## src/rtl/code_loader.sv

```systemverilog
// Purpose  : framed byte-stream programmer; writes big-endian 16-bit words into
//            user code memory and protects the BIOS region below USER_BASE.
// Latency  : 2 header cycles + 3 cycles per word with byte_valid held; done one
//            cycle after the last write.
// Backpres.: byte_ready is decoded from state only; the FSM waits while byte_valid is low.
// Ports    : clock/reset (async active-high); start/abort control; byte_in/
//            byte_valid/byte_ready stream; c1/write_select/inp memory write port;
//            busy/done/error/words_written status.
module code_loader #(
  parameter int unsigned USER_BASE = 32
) (
  input  logic        clock,
  input  logic        reset,
  input  logic        start,
  input  logic        abort,
  input  logic [7:0]  byte_in,
  input  logic        byte_valid,
  output logic        byte_ready,
  output logic        c1,
  output logic [5:0]  write_select,
  output logic [15:0] inp,
  output logic        busy,
  output logic        done,
  output logic        error,
  output logic [6:0]  words_written
);

  localparam logic [6:0] USER_BASE_7 = 7'(USER_BASE);

  typedef enum logic [2:0] {
    S_IDLE, S_HDR_ADDR, S_HDR_CNT, S_DATA_HI, S_DATA_LO, S_WRITE, S_DONE, S_ERROR
  } state_t;

  state_t      state_q, state_d;
  logic [5:0]  base_q, base_d;
  logic [5:0]  addr_q, addr_d;
  logic [6:0]  rem_q, rem_d;
  logic [15:0] inp_q, inp_d;
  logic [5:0]  ws_q, ws_d;
  logic [6:0]  ww_q, ww_d;
  logic        done_q, done_d;

  logic       xfer;
  logic [8:0] end_addr;
  logic       hdr_bad;

  // Outputs decoded purely from state so nothing on the stream side reaches them.
  assign byte_ready    = (state_q == S_HDR_ADDR) || (state_q == S_HDR_CNT) ||
                         (state_q == S_DATA_HI)  || (state_q == S_DATA_LO);
  assign busy          = !((state_q == S_IDLE) || (state_q == S_DONE) || (state_q == S_ERROR));
  assign c1            = (state_q == S_WRITE);
  assign error         = (state_q == S_ERROR);
  assign done          = done_q;
  assign write_select  = ws_q;
  assign inp           = inp_q;
  assign words_written = ww_q;

  assign xfer = byte_valid && byte_ready;

  // Widened sum so a large count cannot wrap into an apparently legal range.
  assign end_addr = {3'b000, base_q} + {1'b0, byte_in};
  assign hdr_bad  = (byte_in == 8'd0) || (byte_in > 8'd64) ||
                    ({1'b0, base_q} < USER_BASE_7) || (end_addr > 9'd64);

  always_comb begin
    state_d = state_q;
    base_d  = base_q;
    addr_d  = addr_q;
    rem_d   = rem_q;
    inp_d   = inp_q;
    ws_d    = ws_q;
    ww_d    = ww_q;
    done_d  = 1'b0;

    if (abort) begin
      state_d = S_IDLE;
      // The write in progress this cycle still lands, so count it.
      if (state_q == S_WRITE) ww_d = ww_q + 7'd1;
    end else begin
      case (state_q)
        S_IDLE, S_DONE, S_ERROR: begin
          if (start) begin
            state_d = S_HDR_ADDR;
            ww_d    = 7'd0;
          end
        end
        S_HDR_ADDR: begin
          if (xfer) begin
            base_d  = byte_in[5:0];
            state_d = (byte_in[7:6] != 2'b00) ? S_ERROR : S_HDR_CNT;
          end
        end
        S_HDR_CNT: begin
          if (xfer) begin
            if (hdr_bad) begin
              state_d = S_ERROR;
            end else begin
              addr_d  = base_q;
              rem_d   = byte_in[6:0];
              state_d = S_DATA_HI;
            end
          end
        end
        S_DATA_HI: begin
          if (xfer) begin
            inp_d[15:8] = byte_in;
            state_d     = S_DATA_LO;
          end
        end
        S_DATA_LO: begin
          if (xfer) begin
            inp_d[7:0] = byte_in;
            ws_d       = addr_q;
            state_d    = S_WRITE;
          end
        end
        S_WRITE: begin
          // After address 63 the counter wraps, but no further write can follow.
          addr_d = addr_q + 6'd1;
          ww_d   = ww_q + 7'd1;
          rem_d  = rem_q - 7'd1;
          if (rem_q == 7'd1) begin
            state_d = S_DONE;
            done_d  = 1'b1;
          end else begin
            state_d = S_DATA_HI;
          end
        end
        default: state_d = S_IDLE;
      endcase
    end
  end

  always_ff @(posedge clock or posedge reset) begin
    if (reset) begin
      state_q <= S_IDLE;
      base_q  <= '0;
      addr_q  <= '0;
      rem_q   <= '0;
      inp_q   <= '0;
      ws_q    <= '0;
      ww_q    <= '0;
      done_q  <= 1'b0;
    end else begin
      state_q <= state_d;
      base_q  <= base_d;
      addr_q  <= addr_d;
      rem_q   <= rem_d;
      inp_q   <= inp_d;
      ws_q    <= ws_d;
      ww_q    <= ww_d;
      done_q  <= done_d;
    end
  end

endmodule
```

## config.mk

```make
export PLATFORM = sky130hd
export DESIGN_NAME = code_loader
export DESIGN_NICKNAME = d
export VERILOG_FILES = /design/src/rtl/code_loader.sv
export SDC_FILE = /design/constraint.sdc
export NUM_CORES = 1
export LEC_CHECK = 0
export CAP_MARGIN = 10
export CELL_PAD_IN_SITES_DETAIL_PLACEMENT = 0
export CELL_PAD_IN_SITES_GLOBAL_PLACEMENT = 2
export CORE_UTILIZATION = 31
export CTS_BUF_LIST = sky130_fd_sc_hd__clkbuf_4 sky130_fd_sc_hd__clkbuf_8
export DETAILED_ROUTE_END_ITERATION = 8
export PLACE_DENSITY = 0.81
export SYNTH_ARGS = -nofsm -noshare
export SYNTH_HDL_FRONTEND = slang
export SYNTH_SLANG_ARGS = --single-unit
export TNS_END_PERCENT = 50
```

## constraint.sdc

```tcl
create_clock -name clock -period 2.7 [get_ports clock]
set_input_delay 0.54 -clock clock [delete_from_list [all_inputs] [get_ports clock]]
set_output_delay 0.54 -clock clock [all_outputs]
set_load 0.02 [all_outputs]
```

==> qor.csv, run 1 <==
metric,value,unit
cells after synthesis,287,
internal power,2440,µW
Hold Path Class,register to register,
CP arrival,3000,ps
drt wl/cell,16.5,µm
global-route usage over all layers,16.8,%
critical-path cell list,dlygate4sd2_1 > ha_4 > a21oi_1 > nand2_1 > or3_4 > a2111oi_4 > o311ai_4 > buf_6 > buf_16 > a211o_1,
vias,2476,
register area share after synthesis,46.0,%
Synth Cell Area,2830,µm²
largest net degree at the start of global routing,53,
Yosys warnings,0,
fmax,0.358,GHz
count of final hold-check violations,0,
hold slack,510,ps
Yosys cell types,44,
ant diodes,0,
syn_nets,311,
total core area,8760,µm²
initial core utilization,32.3,%
Post-synth EDFFs,0,
Post-DRT Antenna Nets,0,
worst vdd ir,585,µV
clk slew on worst S/H paths,100,ps
unrepaired setup endpoints after global routing,yes,
Synth area leader,dfrtp_1,
clock sink total,52,
number of global-route vias before repair,2549,
die area,9520,µm²
# port buffers,46,
post-synthesis area per instance,9.87,µm²
CTS max path bufs,2,
placed cells,460,
Post-synth top flop,dfrtp_1,
"Core Util, Final",45.2,%
Post-synth top cells,"dfrtp_1, nor2_1, mux2_2",
top-area cell type share of the netlist area,46.0,%
CTS tree,built,
"Slew Viols, Final",0,
CP required,2900,ps
boundary pin count,47,
initial antenna violation count,0,
Sw Pwr,1710,µW
critical path startpoint category,input pin,
"slowest stage delay, CP",420,ps
fin crit period,2790,ps
grt total ovfl,0,
Crit-path slowest cell,a2111oi_4,
Cell Pwr Density,1050,nW/µm²
area grow syn2layout,40.0,%
leakage power,0.00172,µW
"FF+latch count, synth",52,
critical path class,input pin to register,
Relative slew margins,55.4,%
"count leader, synth",dfrtp_1,
Final Cycle Share,103,%
fill count,833,
die height,97.6,µm
Nets,389,
Power Total,4150,µW
hold buffer count at cts,0,
Clock Skew,11.2,ps
Final Setup Violations,5,
CTS Buf Count,5,
Synth async-reset ratio,100,%
Clock Latency Late Sink,310,ps
DRT iter0 DRCs,172,
PnR worst setup slack,-93.4,ps
Die W,97.6,µm
WL final,7800,µm
Max Cap Violations,0,
layout cell share with drive strength beyond 1,27.9,%
Sw Share,41.2,%
sequential share of power,33.4,%
Post-Layout Cell Count,474,
DRT Pass-1 Iters,4,
combinational share of power,55.1,%
Tightest Pin Transition,669,ps
first-pass GRT wire length,12800,µm
Residual DRC,0,
Crit Path Max Fanout,7,
Clk Tree Root Cell,clkbuf_8,
dpl hpwl,5300,µm
Vias/cell,5.22,
Crit. End Element,register,
failing checks,setup timing,
htree depth,2,
num rows,34,
clock share of power,11.6,%
status,"finished, violations left",
routability cong.,0.849,
synth top area cells,"dfrtp_1, mux2_2, ha_1, nor2_1, a21oi_1",
-- per-stage QoR --
step	TNS (ps)	area, µm²	worst slack [ps]
floorplan	0	2860	7.99
global placement	-6880	3650	-568
detailed placement	-7460	3650	-606
CTS	-158	3920	-78.3
global route	-770	3970	-150
finish	-223	3970	-93.4
-- power groups by stage --
stage               combinational, µW  clock [µW]  sequential (µW)
floorplan                        1100           0             1500
global placement                 2040           0             1390
global route                     2480         522             1440
CTS                              2230         500             1380
finish                           2290         480             1390
detailed placement               2060           0             1390
-- state kept, by name, indices dropped and copies added (netlist names) --
register and count:
inp 16, done 1, rem_q 7, write_select 6, base_q 6, addr_q 6
words_written 7, state_q 3
-- per-layer routing --
metal	vias up	share of wire (%)	wire length [µm]	global-route usage, %
met1	1223	48	3740	23.2
met5	-	0	0	0
met4	0	0.86	67	4.41
met2	64	47	3680	26.9
li1	1183	-	-	-
met3	6	4.1	320	3.17
-- cell usage in the layout (no fill, tap or decap), types with 3 or more instances in the layout --
cell type,instances
clkdlybuf4s50_1,41
clkbuf_8,5
nor2_1,30
buf_4,33
and2_1,3
nand3_1,4
nor4_1,3
o21ai_0,9
and3_1,4
nand4_1,3
dfrtp_1,51
mux2_2,28
a21oi_1,22
mux2i_1,3
ha_4,4
xnor2_1,5
inv_1,5
ha_1,6
o21ai_2,7
nor2b_1,3
nor3_1,11
dlygate4sd2_1,3
o21ai_1,10
nand2_1,21
xor2_1,4
-- final cells by class --
cell class              instances  area, µm²  share of cell area, %
clock buffers                   5       68.8                   1.74
clock inverters                 3       27.5                  0.694
inverters                       6       22.5                  0.568
multi-input cells             215       1590                   40.1
flip-flops and latches         52       1300                   32.8
well taps                     108        135                   3.41
repair buffers                 85        818                   20.6
-- path summary, 6_finish.rpt --
path / to / slack (ps) / depth (start not counted) / start
min reg2reg: rem_q[4] / 510 / 2 / rem_q[4]
min in group asynchronous: inp[4] / 720 / 3 / reset
max: rem_q[0] / -90 / 10 / byte_in[4]
max reg2reg: addr_q[0] / -30 / 10 / base_q[0]
max in group asynchronous: base_q[1] / 1500 / 3 / reset
min: rem_q[4] / 510 / 2 / rem_q[4]
-- what timing repair did --
action / in CTS / in global routing
gates cloned: 3 / 0
setup buffers: 4 / 1
pin swaps: 15 / 21
resized for setup: 22 / 14
setup endpoints to repair: 14 / 13
endpoints found under the hold margin: 0 / 0
-- critical path, delay by kind of cell --
family                   cells  cell delay [ps]
AO/OA/AOI/OAI                4             1060
adder cells (fa/ha/maj)      1              280
buffers and inverters        3              620
AND/OR/NAND/NOR              2              480
-- logic make-up (layout without fill, tap and decap cells) --
| logic type | count (synthesis) | after routing | synth area share [%] |
|---|---|---|---|
| AO/OA/AOI/OAI | 68 | 68 | 14.5 |
| XOR/XNOR | 10 | 10 | 3.09 |
| adder cells (fa/ha/maj) | 11 | 11 | 5.13 |
| buffers and inverters | 20 | 99 | 2.96 |
| flip-flops | 52 | 52 | 46.0 |
| multiplexers | 31 | 31 | 12.2 |
| AND/OR/NAND/NOR | 95 | 95 | 16.1 |
Power figures use the tool's default switching activity.
==> run 2, diff against run 1 <==
--- a/config.mk
+++ b/config.mk
@@ -8,10 +8,11 @@
 export CAP_MARGIN = 10
 export CELL_PAD_IN_SITES_DETAIL_PLACEMENT = 0
 export CELL_PAD_IN_SITES_GLOBAL_PLACEMENT = 2
-export CORE_UTILIZATION = 31
-export CTS_BUF_LIST = sky130_fd_sc_hd__clkbuf_4 sky130_fd_sc_hd__clkbuf_8
+export CORE_UTILIZATION = 30
+export CTS_BUF_LIST = sky130_fd_sc_hd__clkbuf_4 sky130_fd_sc_hd__clkbuf_8 sky130_fd_sc_hd__clkbuf_16
 export DETAILED_ROUTE_END_ITERATION = 8
-export PLACE_DENSITY = 0.81
+export MAX_ROUTING_LAYER = met4
+export PLACE_DENSITY = 0.79
 export SYNTH_ARGS = -nofsm -noshare
 export SYNTH_HDL_FRONTEND = slang
 export SYNTH_SLANG_ARGS = --single-unit
==> run 2 against run 1 <==
  * The run still ends with setup timing left
  * Register-to-register slack worse by 40 ps
  * Critical path depth unchanged
  * Critical endpoint is now addr_q[0]
  * Clock skew increased by 1.1 ps
  * Die area up 3.3%
==> qor.csv, run 2 (synthesis gave the netlist of run 1 again) <==
metric,value,unit,change
CTS Buf Count,5,,unchanged
Final Setup Violations,4,,-1
Post-DRT Antenna Nets,0,,unchanged
PnR worst setup slack,-73.6,ps,+19.8 ps
Tightest Pin Transition,691,ps,+22.1 ps
Clock Skew,12.3,ps,+1.14 ps
CP arrival,2980,ps,-20 ps
ant diodes,0,,unchanged
leakage power,0.00175,µW,+1.7%
Final Cycle Share,103,%,-0.73 points
initial core utilization,30.8,%,-1.5 points
unrepaired setup endpoints after global routing,yes,,
area grow syn2layout,41.1,%,
CTS max path bufs,2,,unchanged
grt total ovfl,0,,unchanged
critical path startpoint category,register,,
Crit Path Max Fanout,10,,+3
Clk Tree Root Cell,clkbuf_8,,
Residual DRC,0,,unchanged
htree depth,2,,unchanged
hold slack,519,ps,+8.29 ps
Max Cap Violations,0,,unchanged
"commonest non-fill, non-tap cell in the layout",dfrtp_1,,
initial antenna violation count,0,,unchanged
fmax,0.361,GHz,+0.71%
status,"finished, violations left",,
failing checks,setup timing,,
drt wl/cell,16.3,µm,-1.2%
num rows,35,,+2.9%
Vias/cell,5.09,,-2.5%
routability cong.,0.896,,+5.5%
Cell Pwr Density,1030,nW/µm²,-1.5%
dpl cell area,3660,µm²,+0.10%
boundary pin count,47,,unchanged
Hold Path Class,register to register,,
most frequent cells in the layout,"dfrtp_1, clkdlybuf4s50_1, buf_4, nor2_1, mux2_2",,
Crit. End Element,register,,
global-route usage over all layers,17.3,%,+0.55 points
die height,99.2,µm,+1.6%
Nets,397,,+2.1%
count of final hold-check violations,0,,unchanged
# port buffers,46,,unchanged
largest net degree at the start of global routing,53,,unchanged
max FFs per register,16,,unchanged
Relative slew margins,53.9,%,-1.5 points
first-pass GRT wire length,12800,µm,about the same
dpl hpwl,5350,µm,+0.92%
CTS tree,built,,
total core area,9200,µm²,+4.9%
Die W,99.2,µm,+1.6%
layout cell share with drive strength beyond 1,28.3,%,+0.47 points
number of global-route vias before repair,2496,,-2.1%
die area,9830,µm²,+3.3%
DP Worst Slack,-629,ps,-23.3 ps
fin crit period,2770,ps,-19.8 ps
DRT Pass-1 Iters,4,,unchanged
DRT iter0 DRCs,81,,-53%
worst vdd ir,472,µV,-19%
vias,2469,,-0.28%
CP required,2910,ps,about the same
Post-Layout Inst Area,4000,µm²,+0.79%
"Slew Viols, Final",0,,unchanged
hold buffer count at cts,0,,unchanged
WL final,7890,µm,+1.1%
Clock Latency Late Sink,310,ps,about the same
clock sink total,52,,unchanged
clk slew on worst S/H paths,100,ps,about the same
critical path class,register to register,,
run 2: cell type report:
type / instances / area [µm²]
fillers: 895 / 5200
multi-input cells: 215 / 1570
flip-flops and latches: 52 / 1300
repair buffers: 93 / 870
well taps: 111 / 139
clock buffers: 6 / 76.3
inverters: 6 / 22.5
clock inverters: 2 / 13.8
run 2: path summary, 6_finish.rpt:
path,from,end,slack [ps],cells after the start
setup / recovery,base_q[1],addr_q[0],-70,10
hold / removal,inp[0],inp[0],520,1
setup reg to reg,base_q[1],addr_q[0],-70,10
hold reg to reg,inp[0],inp[0],520,1
max in group asynchronous,reset,base_q[1],1490,3
min in group asynchronous,reset,write_select[1],720,3
run 2: report_power, final:
group	switching [µW]	total (µW)	internal (µW)
combinational	1130	2280	1150
sequential	272	1370	1100
clock	279	475	196
total	1680	4120	2440
run 2: per-layer routing:
metal	up-vias	track usage, %	share of wire (%)
met1	1187	22.8	48
met2	67	27.4	47
li1	1199	-	-
met4	0	5.54	2.3
met5	-	-	0
met3	16	2.88	3.3
run 2: repair_timing:
item | CTS | global route
gates cloned | 1 | 0
setup buffers | 10 | 3
pin swaps | 17 | 16
endpoints found under the setup margin | 14 | 13
gates resized for setup | 22 | 16
run 2: metrics by stage:
| stage | setup TNS, ps | total power (µW) | instances | util [%] |
|---|---|---|---|---|
| final | -227 | 4120 | 485 | 43.5 |
| after global routing | -1170 | 4410 | 485 | 43.5 |
| after CTS | -120 | 4050 | 482 | 42.5 |
| after detailed placement | -7540 | 3410 | 463 | 39.8 |
| after global placement | -6750 | 3400 | 463 | 39.8 |
| after floorplan | 0 | 2600 | 287 | - |
run 2: critical path, cell delays in order, from the launching register on:
cell and delay, ps:
dfrtp_2 410, buf_4 150, ha_4 230, a21o_1 190, and4_4 200, or3_4 340, a2111oi_4 370, o311ai_4 180
buf_6 170, buf_16 130, a211o_1 290
